$ cat config.mk
export PLATFORM = sky130hd
export DESIGN_NAME = cva6_axi_isolator
export DESIGN_NICKNAME = d
export VERILOG_FILES = /design/src/rtl/cva6_axi_isolator.sv
export SDC_FILE = /design/constraint.sdc
export NUM_CORES = 1
export LEC_CHECK = 0
export ABC_CLOCK_PERIOD_IN_PS = 20900
export BUFFER_PORTS_ARGS = -buffer_cell sky130_fd_sc_hd__clkbuf_2
export CORE_MARGIN = 2
export CORE_UTILIZATION = 25
export CTS_BUF_LIST = sky130_fd_sc_hd__clkbuf_4
export DETAILED_ROUTE_END_ITERATION = 10
export PLACE_DENSITY = 0.48
export SYNTH_ARGS = -nofsm -noshare
export SYNTH_HDL_FRONTEND = slang
export SYNTH_SLANG_ARGS = --single-unit
$ cat constraint.sdc
create_clock -name aclk -period 20.9 [get_ports aclk]
set_clock_uncertainty 0.1 [all_clocks]
set_input_delay 5.225 -clock aclk [delete_from_list [all_inputs] [get_ports aclk]]
set_output_delay 5.225 -clock aclk [all_outputs]
set_load 0.005 [all_outputs]
$ cat src/rtl/cva6_axi_isolator.sv
// cva6_axi_isolator
//   Buffers the five AXI channels between the CVA6 core master port and the
//   m_axi_cpu port. It limits outstanding transactions per direction and can
//   drain and isolate the core's traffic on request without truncating bursts.
//
// Ports
//   aclk, areset                  clock, asynchronous active-high reset
//   s_aw_*, s_w_*, s_ar_*         request channels from the core
//   m_aw_*, m_w_*, m_ar_*         request channels to the port
//   m_b_*, m_r_*                  response channels from the port
//   s_b_*, s_r_*                  response channels to the core
//   isolate_req                   level request to drain and isolate
//   isolated_o                    high while isolated
//   wr_outstanding_o              accepted writes awaiting B
//   rd_outstanding_o              accepted reads awaiting the last R beat

// First-word-fall-through FIFO; push on full and pop on empty are excluded by
// the caller.
module cva6_axi_isolator_fifo #(
    parameter int unsigned WIDTH = 8,
    parameter int unsigned DEPTH = 2
) (
    input  logic             clk,
    input  logic             rst,
    input  logic             i_push,
    input  logic [WIDTH-1:0] i_data,
    input  logic             i_pop,
    output logic [WIDTH-1:0] o_data,
    output logic             o_full,
    output logic             o_empty
);
    localparam int unsigned AW = $clog2(DEPTH);
    localparam logic [AW:0] PTR_ONE = {{AW{1'b0}}, 1'b1};

    logic [WIDTH-1:0] r_mem [DEPTH];
    logic [AW:0]      r_wptr;
    logic [AW:0]      r_rptr;

    always_ff @(posedge clk or posedge rst) begin
        if (rst) begin
            r_wptr <= '0;
            r_rptr <= '0;
        end else begin
            if (i_push) r_wptr <= r_wptr + PTR_ONE;
            if (i_pop)  r_rptr <= r_rptr + PTR_ONE;
        end
    end

    always_ff @(posedge clk) begin
        if (i_push) r_mem[r_wptr[AW-1:0]] <= i_data;
    end

    assign o_data  = r_mem[r_rptr[AW-1:0]];
    assign o_empty = (r_wptr == r_rptr);
    // Same index with differing wrap bit means full.
    assign o_full  = (r_wptr[AW] != r_rptr[AW]) && (r_wptr[AW-1:0] == r_rptr[AW-1:0]);
endmodule

module cva6_axi_isolator #(
    parameter int unsigned DEPTH           = 2,
    parameter int unsigned MAX_OUTSTANDING = 8,
    parameter int unsigned AW_WIDTH        = 64,
    parameter int unsigned W_WIDTH         = 73,
    parameter int unsigned AR_WIDTH        = 64,
    parameter int unsigned B_WIDTH         = 6,
    parameter int unsigned R_WIDTH         = 70,
    localparam int unsigned CW             = $clog2(MAX_OUTSTANDING + 1)
) (
    input  logic                aclk,
    input  logic                areset,
    input  logic                s_aw_valid,
    output logic                s_aw_ready,
    input  logic [AW_WIDTH-1:0] s_aw_payload,
    output logic                m_aw_valid,
    input  logic                m_aw_ready,
    output logic [AW_WIDTH-1:0] m_aw_payload,
    input  logic                s_w_valid,
    output logic                s_w_ready,
    input  logic [W_WIDTH-1:0]  s_w_payload,
    input  logic                s_w_last,
    output logic                m_w_valid,
    input  logic                m_w_ready,
    output logic [W_WIDTH-1:0]  m_w_payload,
    output logic                m_w_last,
    input  logic                s_ar_valid,
    output logic                s_ar_ready,
    input  logic [AR_WIDTH-1:0] s_ar_payload,
    output logic                m_ar_valid,
    input  logic                m_ar_ready,
    output logic [AR_WIDTH-1:0] m_ar_payload,
    input  logic                m_b_valid,
    output logic                m_b_ready,
    input  logic [B_WIDTH-1:0]  m_b_payload,
    output logic                s_b_valid,
    input  logic                s_b_ready,
    output logic [B_WIDTH-1:0]  s_b_payload,
    input  logic                m_r_valid,
    output logic                m_r_ready,
    input  logic [R_WIDTH-1:0]  m_r_payload,
    input  logic                m_r_last,
    output logic                s_r_valid,
    input  logic                s_r_ready,
    output logic [R_WIDTH-1:0]  s_r_payload,
    output logic                s_r_last,
    input  logic                isolate_req,
    output logic                isolated_o,
    output logic [CW-1:0]       wr_outstanding_o,
    output logic [CW-1:0]       rd_outstanding_o
);
    localparam logic [1:0] ST_RUN      = 2'd0;
    localparam logic [1:0] ST_DRAIN    = 2'd1;
    localparam logic [1:0] ST_ISOLATED = 2'd2;

    localparam logic [CW-1:0]        CNT_MAX  = CW'(MAX_OUTSTANDING);
    localparam logic [CW-1:0]        CNT_ONE  = {{(CW-1){1'b0}}, 1'b1};
    localparam logic signed [CW:0]   PEND_ZERO = '0;
    localparam logic signed [CW:0]   PEND_ONE  = {{CW{1'b0}}, 1'b1};

    logic [1:0]           r_state;
    logic [CW-1:0]        r_wr_cnt;
    logic [CW-1:0]        r_rd_cnt;
    logic signed [CW:0]   r_w_pend;

    logic w_aw_full, w_aw_empty, w_w_full, w_w_empty, w_ar_full, w_ar_empty;
    logic w_b_full, w_b_empty, w_r_full, w_r_empty;
    logic [W_WIDTH:0] w_w_dout;
    logic [R_WIDTH:0] w_r_dout;
    logic w_aw_hs, w_wlast_hs, w_ar_hs, w_b_hs, w_rlast_hs, w_drained;

    // Gates are taken from registered state only, so ready never depends on
    // same-cycle valid.
    assign s_aw_ready = !areset && !w_aw_full && (r_state == ST_RUN) && (r_wr_cnt < CNT_MAX);
    assign s_ar_ready = !areset && !w_ar_full && (r_state == ST_RUN) && (r_rd_cnt < CNT_MAX);
    // W beats owed to already-accepted AWs keep flowing while draining.
    assign s_w_ready  = !areset && !w_w_full && ((r_state == ST_RUN) || (r_w_pend > PEND_ZERO));
    assign m_b_ready  = !areset && !w_b_full;
    assign m_r_ready  = !areset && !w_r_full;

    assign m_aw_valid = !w_aw_empty;
    assign m_w_valid  = !w_w_empty;
    assign m_ar_valid = !w_ar_empty;
    assign s_b_valid  = !w_b_empty;
    assign s_r_valid  = !w_r_empty;
    assign {m_w_last, m_w_payload} = w_w_dout;
    assign {s_r_last, s_r_payload} = w_r_dout;

    cva6_axi_isolator_fifo #(.WIDTH(AW_WIDTH), .DEPTH(DEPTH)) u_aw (
        .clk(aclk), .rst(areset), .i_push(s_aw_valid && s_aw_ready), .i_data(s_aw_payload),
        .i_pop(m_aw_valid && m_aw_ready), .o_data(m_aw_payload), .o_full(w_aw_full), .o_empty(w_aw_empty));
    cva6_axi_isolator_fifo #(.WIDTH(W_WIDTH + 1), .DEPTH(DEPTH)) u_w (
        .clk(aclk), .rst(areset), .i_push(s_w_valid && s_w_ready), .i_data({s_w_last, s_w_payload}),
        .i_pop(m_w_valid && m_w_ready), .o_data(w_w_dout), .o_full(w_w_full), .o_empty(w_w_empty));
    cva6_axi_isolator_fifo #(.WIDTH(AR_WIDTH), .DEPTH(DEPTH)) u_ar (
        .clk(aclk), .rst(areset), .i_push(s_ar_valid && s_ar_ready), .i_data(s_ar_payload),
        .i_pop(m_ar_valid && m_ar_ready), .o_data(m_ar_payload), .o_full(w_ar_full), .o_empty(w_ar_empty));
    cva6_axi_isolator_fifo #(.WIDTH(B_WIDTH), .DEPTH(DEPTH)) u_b (
        .clk(aclk), .rst(areset), .i_push(m_b_valid && m_b_ready), .i_data(m_b_payload),
        .i_pop(s_b_valid && s_b_ready), .o_data(s_b_payload), .o_full(w_b_full), .o_empty(w_b_empty));
    cva6_axi_isolator_fifo #(.WIDTH(R_WIDTH + 1), .DEPTH(DEPTH)) u_r (
        .clk(aclk), .rst(areset), .i_push(m_r_valid && m_r_ready), .i_data({m_r_last, m_r_payload}),
        .i_pop(s_r_valid && s_r_ready), .o_data(w_r_dout), .o_full(w_r_full), .o_empty(w_r_empty));

    assign w_aw_hs    = s_aw_valid && s_aw_ready;
    assign w_wlast_hs = s_w_valid && s_w_ready && s_w_last;
    assign w_ar_hs    = s_ar_valid && s_ar_ready;
    assign w_b_hs     = s_b_valid && s_b_ready;
    assign w_rlast_hs = s_r_valid && s_r_ready && s_r_last;

    assign w_drained = (r_wr_cnt == '0) && (r_rd_cnt == '0) && (r_w_pend == PEND_ZERO) &&
                       w_aw_empty && w_w_empty && w_ar_empty && w_b_empty && w_r_empty;

    always_ff @(posedge aclk or posedge areset) begin
        if (areset) begin
            r_wr_cnt <= '0;
            r_rd_cnt <= '0;
            r_w_pend <= '0;
        end else begin
            case ({w_aw_hs, w_b_hs})
                2'b10:   r_wr_cnt <= r_wr_cnt + CNT_ONE;
                2'b01:   r_wr_cnt <= r_wr_cnt - CNT_ONE;
                default: r_wr_cnt <= r_wr_cnt;
            endcase
            case ({w_ar_hs, w_rlast_hs})
                2'b10:   r_rd_cnt <= r_rd_cnt + CNT_ONE;
                2'b01:   r_rd_cnt <= r_rd_cnt - CNT_ONE;
                default: r_rd_cnt <= r_rd_cnt;
            endcase
            case ({w_aw_hs, w_wlast_hs})
                2'b10:   r_w_pend <= r_w_pend + PEND_ONE;
                2'b01:   r_w_pend <= r_w_pend - PEND_ONE;
                default: r_w_pend <= r_w_pend;
            endcase
        end
    end

    always_ff @(posedge aclk or posedge areset) begin
        if (areset) begin
            r_state <= ST_RUN;
        end else begin
            case (r_state)
                ST_RUN:      if (isolate_req) r_state <= ST_DRAIN;
                // A dropped request aborts the drain even if it just completed.
                ST_DRAIN:    if (!isolate_req)   r_state <= ST_RUN;
                             else if (w_drained) r_state <= ST_ISOLATED;
                ST_ISOLATED: if (!isolate_req) r_state <= ST_RUN;
                default:     r_state <= ST_RUN;
            endcase
        end
    end

    assign isolated_o       = (r_state == ST_ISOLATED);
    assign wr_outstanding_o = r_wr_cnt;
    assign rd_outstanding_o = r_rd_cnt;
endmodule
==> results of run 1 <==
## routing by layer
layer,wire [µm],share of wire
met1,19980,0.36
met2,28250,0.51
met3,5248,0.095
met4,1668,0.030
met5,39,0.00071
## metrics by stage
stage	worst slack, ns	hold WS, ns	util
2_1_floorplan	8.929	0.3604	-
3_3_place_gp	9.147	0.3751	0.3011
3_5_place_dp	9.134	0.3803	0.3011
4_1_cts	9.135	0.3954	0.3241
5_1_grt	9.093	0.4057	0.3242
6_report	9.173	0.3923	0.3242
## final cells by class
cell class                 instances  share of cell area
clock inverter                    49            0.009609
sequential                       593              0.6186
multi-input combinational        429              0.1508
clock buffer                     233             0.06134
timing repair buffer             603              0.1071
antenna                            2           0.0001755
tap                             1165             0.05112
inverter                          10            0.001316
## report_power, final
group	internal, W	switching, W
Sequential	0.00148	0.0000755
Combinational	0.000467	0.000529
Clock	0.000538	0.000479
Total	0.00249	0.00108
## worst max-delay path by stage
stage | startpoint | end | slack, ns | depth (start not counted)
2_1_floorplan | areset | u_w.r_mem[1][0]$_DFFE_PP_ | 8.93 | 3
3_3_place_gp | areset | s_aw_ready | 9.15 | 4
3_5_place_dp | areset | s_aw_ready | 9.13 | 4
4_1_cts | areset | s_aw_ready | 9.13 | 4
5_1_grt | areset | s_aw_ready | 9.09 | 4
6_report | areset | s_aw_ready | 9.17 | 4
## registers in the layout, indices dropped and copies added (netlist names), 4 cells and up
signal / cells
r_w_pend: 5
u_r.r_mem: 142
wr_outstanding_o: 4
u_b.r_mem: 12
u_ar.r_mem: 128
rd_outstanding_o: 4
u_aw.r_mem: 128
u_w.r_mem: 148
## cells in the final DEF, fill, tap and decap left out, types with 3 or more instances in the layout
cell type / n
sky130_fd_sc_hd__clkinv_2: 11
sky130_fd_sc_hd__clkinv_1: 26
sky130_fd_sc_hd__o21ai_0: 4
sky130_fd_sc_hd__inv_6: 4
sky130_fd_sc_hd__mux2_2: 279
sky130_fd_sc_hd__nand3_1: 10
sky130_fd_sc_hd__xor2_1: 13
sky130_fd_sc_hd__edfxtp_1: 558
sky130_fd_sc_hd__a21oi_1: 6
sky130_fd_sc_hd__buf_4: 14
sky130_fd_sc_hd__ha_1: 10
sky130_fd_sc_hd__xnor2_1: 23
sky130_fd_sc_hd__nor2b_1: 3
sky130_fd_sc_hd__dfrtp_2: 3
sky130_fd_sc_hd__dfrtp_1: 31
sky130_fd_sc_hd__nand2_1: 19
sky130_fd_sc_hd__nor2_4: 3
sky130_fd_sc_hd__fa_1: 3
sky130_fd_sc_hd__clkbuf_2: 589
sky130_fd_sc_hd__nor3_1: 8
sky130_fd_sc_hd__mux2i_1: 4
sky130_fd_sc_hd__nor4_1: 3
sky130_fd_sc_hd__and3_2: 3
sky130_fd_sc_hd__clkbuf_4: 233
sky130_fd_sc_hd__a21o_1: 3
sky130_fd_sc_hd__nand2b_1: 4
sky130_fd_sc_hd__nor2_1: 5
sky130_fd_sc_hd__inv_1: 9
sky130_fd_sc_hd__inv_2: 6
## logic make-up (layout without fill, tap and decap cells)
logic type / count (synthesis) / count (layout) / share of synthesized area
xor+xnor: 38 / 38 / 0.01575
mux: 283 / 283 / 0.1440
simple gates: 73 / 73 / 0.01773
compound gates: 22 / 22 / 0.007137
buf+inv: 45 / 895 / 0.008780
fa+ha+maj: 13 / 13 / 0.008383
flops: 593 / 593 / 0.7982
other cells: 0 / 2 / 0
==> summary.txt, run 1 <==
======================================================================================================
Number of remaining DRC errors ..........................................................            0
Cell area after layout ..................................................................    28520 µm²
Number of DRC markers after the initial detailed-route iteration ........................          463
GRT Overall Usage .......................................................................       0.1189
HPWL Detailed ...........................................................................     37590 µm
Wire length per cell ....................................................................     17.90 µm
Async set-reset flop share out of synthesis .............................................      0.05902
Most instantiated cells after synthesis ................................................. sky130_fd_sc_hd__edfxtp_1, sky130_fd_sc_hd__mux2_2, sky130_fd_sc_hd__dfrtp_1
Number of synthesized flops with an enable pin ..........................................          558
Met2 capacity usage during global routing ...............................................       0.2021
Fin nets ................................................................................         2104
TritonCTS sink count ....................................................................          593
Unrepaired setup endpoints after global routing .........................................           no
Final ANT Viol Nets .....................................................................            0
Part of the Yosys area used for sequential elements .....................................       0.7982
Cell-by-cell listing of the critical path ............................................... clkbuf_2 > or3_4 > a211oi_2 > clkbuf_2
Met3 Track Usage GR .....................................................................      0.05792
Mean post-synth cell area ...............................................................    20.70 µm²
Detailed Routing Iterations Pass 1 ......................................................            4
Min-delay worst type .................................................................... flop to flop
Minimum period implied by the final worst setup slack ...................................     11.73 ns
Overall power consumption ...............................................................   0.003572 W
Final weighted congestion of routability-driven global placement ........................       0.7390
Placed Cells ............................................................................         2800
Routing usage on met1 ...................................................................       0.1225
Crit path capture type ..................................................................  output port
Count of input and output buffers .......................................................          589
Number of fill cells ....................................................................         8829
Number of cells on the worst reg-to-reg path ............................................            6
Combined flip-flop and latch cell area ..................................................    17640 µm²
Std cell rows ...........................................................................          109
Family with the most delay on the worst path ............................................ simple AND/OR/NAND/NOR gates
Final Routed Wirelength .................................................................     55190 µm
Cell variety after synth ................................................................           39
Post-synth top area cell ................................................................ sky130_fd_sc_hd__edfxtp_1
Req. time, crit path ....................................................................     15.58 ns
Die outline area ........................................................................    90750 µm²
Share of post-route cells with drive strength above 1 ...................................       0.6035
Initial standard-cell utilization of the core ...........................................       0.2511
Max Clock Freq ..........................................................................    85.27 MHz
H-Tree Level Count ......................................................................            4
Cell Area, Synth ........................................................................    22090 µm²
Slew Viols, Final .......................................................................            0
WP buf/inv ..............................................................................            2
Post-DR vias/cell .......................................................................        4.040
Clock latency on the worst-skew pair ....................................................      0.98 ns
Number of standard cells in the final layout excluding fillers ..........................         3084
Min-Delay Path Depth ....................................................................            1
Kind of start point of the critical path ................................................    input pin
Total number of vias ....................................................................        12460
Status .................................................................................. finished, final reports clean
Setup violators final ...................................................................            0
Worst Max-Slew Pin Slew .................................................................     1.044 ns
Primary FF master, synth ................................................................ sky130_fd_sc_hd__edfxtp_1
Min-Delay Startpoint .................................................................... u_b.r_wptr[1]$_DFFE_PP0P_
Highest fanout seen on the critical path ................................................            6
Clock transition at the register clock pins on the worst setup and hold paths after CTS .      0.06 ns
Worst R2R End ........................................................................... u_r.r_mem[0][6]$_DFFE_PP_
Wire length of the first global-routing pass ............................................     80010 µm
Share of the synthesized area in the top cell type ......................................       0.7585
Number of placed I/O pins ...............................................................          590
Number of CTS-inserted buffers ..........................................................          162
Total core area .........................................................................    87970 µm²
Number of buffers inserted by post-CTS setup repair .....................................            0
Clk Tree Root Cell ...................................................................... sky130_fd_sc_hd__clkbuf_4
Clock tree from TritonCTS ...............................................................          yes
Deepest clock path buffer count .........................................................            3
Most frequent cell on the critical path ................................................. sky130_fd_sc_hd__clkbuf_2
Power Density ........................................................................... 125.3 nW/µm²
Period utilisation layout ...............................................................       0.5611
Die width ...............................................................................     301.3 µm
Layout-stage area growth over the synthesis result ......................................       29.09%
DP Area .................................................................................    26490 µm²
Arrival @ worst endpoint ................................................................      6.40 ns
Hold path endpoint ...................................................................... u_b.r_wptr[1]$_DFFE_PP0P_
Syn Nets ................................................................................         1372
Cells resized by post-CTS repair ........................................................            0
Setup_tns ...............................................................................         0 ns
Top post-synthesis cells by area ........................................................ sky130_fd_sc_hd__edfxtp_1, sky130_fd_sc_hd__mux2_2, sky130_fd_sc_hd__dfrtp_1, sky130_fd_sc_hd__xnor2_1, sky130_fd_sc_hd__ha_1
Number of antenna violations at the first check in global routing .......................            8
Classification of the worst setup path .................................................. input pin to output port
Busiest layer in global routing .........................................................         met2
Synth Register Bits .....................................................................          593
Critical Path Max Stage Delay ...........................................................      0.47 ns
Count of maximum capacitance violations .................................................            0
Total number of yosys warnings ..........................................................            0
Worst ir drop on vdd .................................................................... 0.00007477 V
Launch point of the worst reg-to-reg path ............................................... u_r.r_rptr[0]$_DFFE_PP0P_
Overflow after GRT ......................................................................            0
Most repeated cell in the gate-level netlist after synthesis ............................ sky130_fd_sc_hd__edfxtp_1
Maximum number of pins on one net before global-route repair ............................           75
Number of buffers inserted by hold repair at cts ........................................            0
Via count of the first global-routing pass ..............................................        13390
Setup slack on the worst flop-to-flop path ..............................................     17.21 ns
Final-report hold violation count .......................................................            0
Leakage .................................................................................     10.82 nW
Tightest slew margin relative to the limit ..............................................       0.3040
Synthesized netlist cell count ..........................................................         1067
Slowest cell on the critical path ....................................................... sky130_fd_sc_hd__or3_4
Area used by multi-input combinational logic ............................................     4300 µm²
Die Span Y ..............................................................................     301.3 µm
======================================================================================================
(Power assumes the default switching activity.)
==> run 2: changes to the inputs <==
Settings changed: ABC_CLOCK_PERIOD_IN_PS 20900 to 9700, PLACE_DENSITY 0.48 to 0.49.
Clock period 20.9 ns to 9.7 ns, I/O delays scaled along.
==> run 2 against run 1 <==
Against the previous run:
- clock power increased by 120%
- sequential power is 120% higher
- combinational power increased by 110%
- global-route usage is 0.088 points lower
- setup slack worse by 5.6 ns
- largest power group unchanged
- routed wire length shrank 0.19%
- critical path type unchanged
- worst hold slack got worse by 0.0049 ns
- final area about the same
- count of clock-buffer cells in the layout fell by 13
==> summary.txt, run 2 (synthesis results as in run 1) <==
======================================================================================================
Number of placed I/O pins ...............................................................          590
Cells resized by post-CTS repair ........................................................            0
Worst ir drop on vdd ....................................................................  0.0001197 V
Number of flip-flops under the largest register name ....................................          148
Detailed Routing Iterations Pass 1 ......................................................            6
Final worst setup slack .................................................................     3.542 ns
Overflow after GRT ......................................................................            0
Final-report hold violation count .......................................................            0
Leakage .................................................................................     10.78 nW
Count of maximum capacitance violations .................................................            0
HPWL Detailed ...........................................................................     37300 µm
Die width ...............................................................................     301.3 µm
Setup_tns ...............................................................................         0 ns
Total core area .........................................................................    87970 µm²
Setup slack on the worst flop-to-flop path ..............................................      6.00 ns
Final Routed Wirelength .................................................................     55090 µm
Die Span Y ..............................................................................     301.3 µm
Slew Viols, Final .......................................................................            0
Most common library cell in the layout ignoring fill and taps ........................... sky130_fd_sc_hd__clkbuf_2
Final ANT Viol Nets .....................................................................            0
Min-delay worst type .................................................................... flop to flop
TritonCTS sink count ....................................................................          593
Cell internal pwr .......................................................................   0.005358 W
Total number of vias ....................................................................        12450
Slowest cell on the critical path ....................................................... sky130_fd_sc_hd__or3_4
Kind of start point of the critical path ................................................    input pin
Final standard cell utilization of the core .............................................       0.3242
Fraction of power consumed by sequential logic ..........................................        0.438
Wire length of the first global-routing pass ............................................     79320 µm
WP buf/inv ..............................................................................            2
Die outline area ........................................................................    90750 µm²
Clk Tree Root Cell ...................................................................... sky130_fd_sc_hd__clkbuf_4
Max Clock Freq ..........................................................................    162.4 MHz
Clock tree from TritonCTS ...............................................................          yes
Initial standard-cell utilization of the core ...........................................       0.2511
Count of input and output buffers .......................................................          589
Number of fill cells ....................................................................         8778
Number of remaining DRC errors ..........................................................            0
Highest fanout seen on the critical path ................................................            6
Req. time, crit path ....................................................................      7.18 ns
Classification of the worst setup path .................................................. input pin to output port
Clock latency on the worst-skew pair ....................................................      0.97 ns
GRT Overall Usage .......................................................................       0.1180
Most frequent cells in the layout ....................................................... sky130_fd_sc_hd__clkbuf_2, sky130_fd_sc_hd__edfxtp_1, sky130_fd_sc_hd__mux2_2
Via count of the first global-routing pass ..............................................        13370
Deepest clock path buffer count .........................................................            3
Post-DR vias/cell .......................................................................        4.033
Arrival @ worst endpoint ................................................................      3.63 ns
Placed Cells ............................................................................         2800
Critical Path Max Stage Delay ...........................................................      0.47 ns
H-Tree Level Count ......................................................................            4
Period utilisation layout ...............................................................       0.6348
Final weighted congestion of routability-driven global placement ........................       0.7391
Status .................................................................................. finished, final reports clean
Placement Setup Slack ...................................................................     3.520 ns
Unrepaired setup endpoints after global routing .........................................           no
Wire length per cell ....................................................................     17.85 µm
Switch share ............................................................................       0.3028
Clock transition at the register clock pins on the worst setup and hold paths after CTS .      0.05 ns
Setup violators final ...................................................................            0
Clock share of power ....................................................................        0.287
Cell-by-cell listing of the critical path ............................................... clkbuf_2 > or3_4 > a211oi_2 > clkbuf_2
Share of total power in combinational logic .............................................        0.275
Maximum number of pins on one net before global-route repair ............................           75
Most frequent cell on the critical path ................................................. sky130_fd_sc_hd__clkbuf_2
Layout-stage area growth over the synthesis result ......................................       29.11%
Power Density ........................................................................... 269.5 nW/µm²
Std cell rows ...........................................................................          109
Number of antenna violations at the first check in global routing .......................           14
Minimum period implied by the final worst setup slack ...................................     6.158 ns
Number of CTS-inserted buffers ..........................................................          161
Power spent charging and discharging nets ...............................................   0.002328 W
Number of buffers inserted by hold repair at cts ........................................            0
Tightest slew margin relative to the limit ..............................................       0.3092
Number of standard cells in the final layout excluding fillers ..........................         3086
Number of DRC markers after the initial detailed-route iteration ........................          533
Worst Max-Slew Pin Slew .................................................................     1.034 ns
Fin nets ................................................................................         2103
Family with the most delay on the worst path ............................................ simple AND/OR/NAND/NOR gates
Crit path capture type ..................................................................  output port
Share of post-route cells with drive strength above 1 ...................................       0.5961
Number of buffers inserted by post-CTS setup repair .....................................            0
======================================================================================================
-- run 2: worst reg2reg max path: stages (launching register included) --
cell and delay, ns:
sky130_fd_sc_hd__dfrtp_4 0.69, sky130_fd_sc_hd__xnor2_1 0.22, sky130_fd_sc_hd__nor2b_1 0.25, sky130_fd_sc_hd__nor4b_2 0.37
sky130_fd_sc_hd__nor2b_4 0.91, sky130_fd_sc_hd__buf_4 0.71
-- run 2: path summary, 6_finish.rpt --
kind,from,end,cells after the start
worst max-delay path,areset,s_aw_ready,4
worst min-delay path,u_b.r_wptr[1]$_DFFE_PP0P_,u_b.r_wptr[1]$_DFFE_PP0P_,1
worst max register to register,u_w.r_rptr[0]$_DFFE_PP0P_,u_w.r_mem[0][26]$_DFFE_PP_,5
worst min register to register,u_b.r_wptr[1]$_DFFE_PP0P_,u_b.r_wptr[1]$_DFFE_PP0P_,1
max in group asynchronous,areset,u_aw.r_rptr[0]$_DFFE_PP0P_,3
min in group asynchronous,areset,u_w.r_rptr[0]$_DFFE_PP0P_,3
-- run 2: layout make-up --
class | instances | area [µm²] | area share
Inverter | 10 | 37.54 | 0.001316
Multi-Input combinational cell | 429 | 4300 | 0.1508
Sequential cell | 593 | 17640 | 0.6185
Antenna cell | 7 | 17.52 | 0.0006142
Clock buffer | 220 | 1652 | 0.05791
Clock inverter | 59 | 364.1 | 0.01277
Tap cell | 1165 | 1458 | 0.05111
Timing Repair Buffer | 603 | 3053 | 0.1070
-- run 2: routing by layer --
| metal | routed length (µm) | GRT usage |
|---|---|---|
| met5 | 52 | 0 |
| met4 | 1332 | 0.05627 |
| met3 | 5488 | 0.05922 |
| met2 | 28160 | 0.1981 |
| met1 | 20060 | 0.1225 |
-- run 2: metrics by stage --
step / total power [W] / hold WS [ns] / area, µm²
final: 0.007686 / 0.3873 / 28520
after floorplan: 0.004642 / 0.3604 / 22090
after global routing: 0.008180 / 0.4143 / 28520
after CTS: 0.007899 / 0.3909 / 28500
after detailed placement: 0.005603 / 0.3799 / 26490
after global placement: 0.005568 / 0.3750 / 26490
-- run 2: power by group through the flow --
stage / clock, W / sequential [W] / combinational [W]
2_1_floorplan: 0 / 0.00337 / 0.00127
3_3_place_gp: 0 / 0.00341 / 0.00216
3_5_place_dp: 0 / 0.00343 / 0.00217
4_1_cts: 0.00234 / 0.00338 / 0.00219
5_1_grt: 0.00245 / 0.00341 / 0.00232
6_report: 0.00221 / 0.00337 / 0.00211
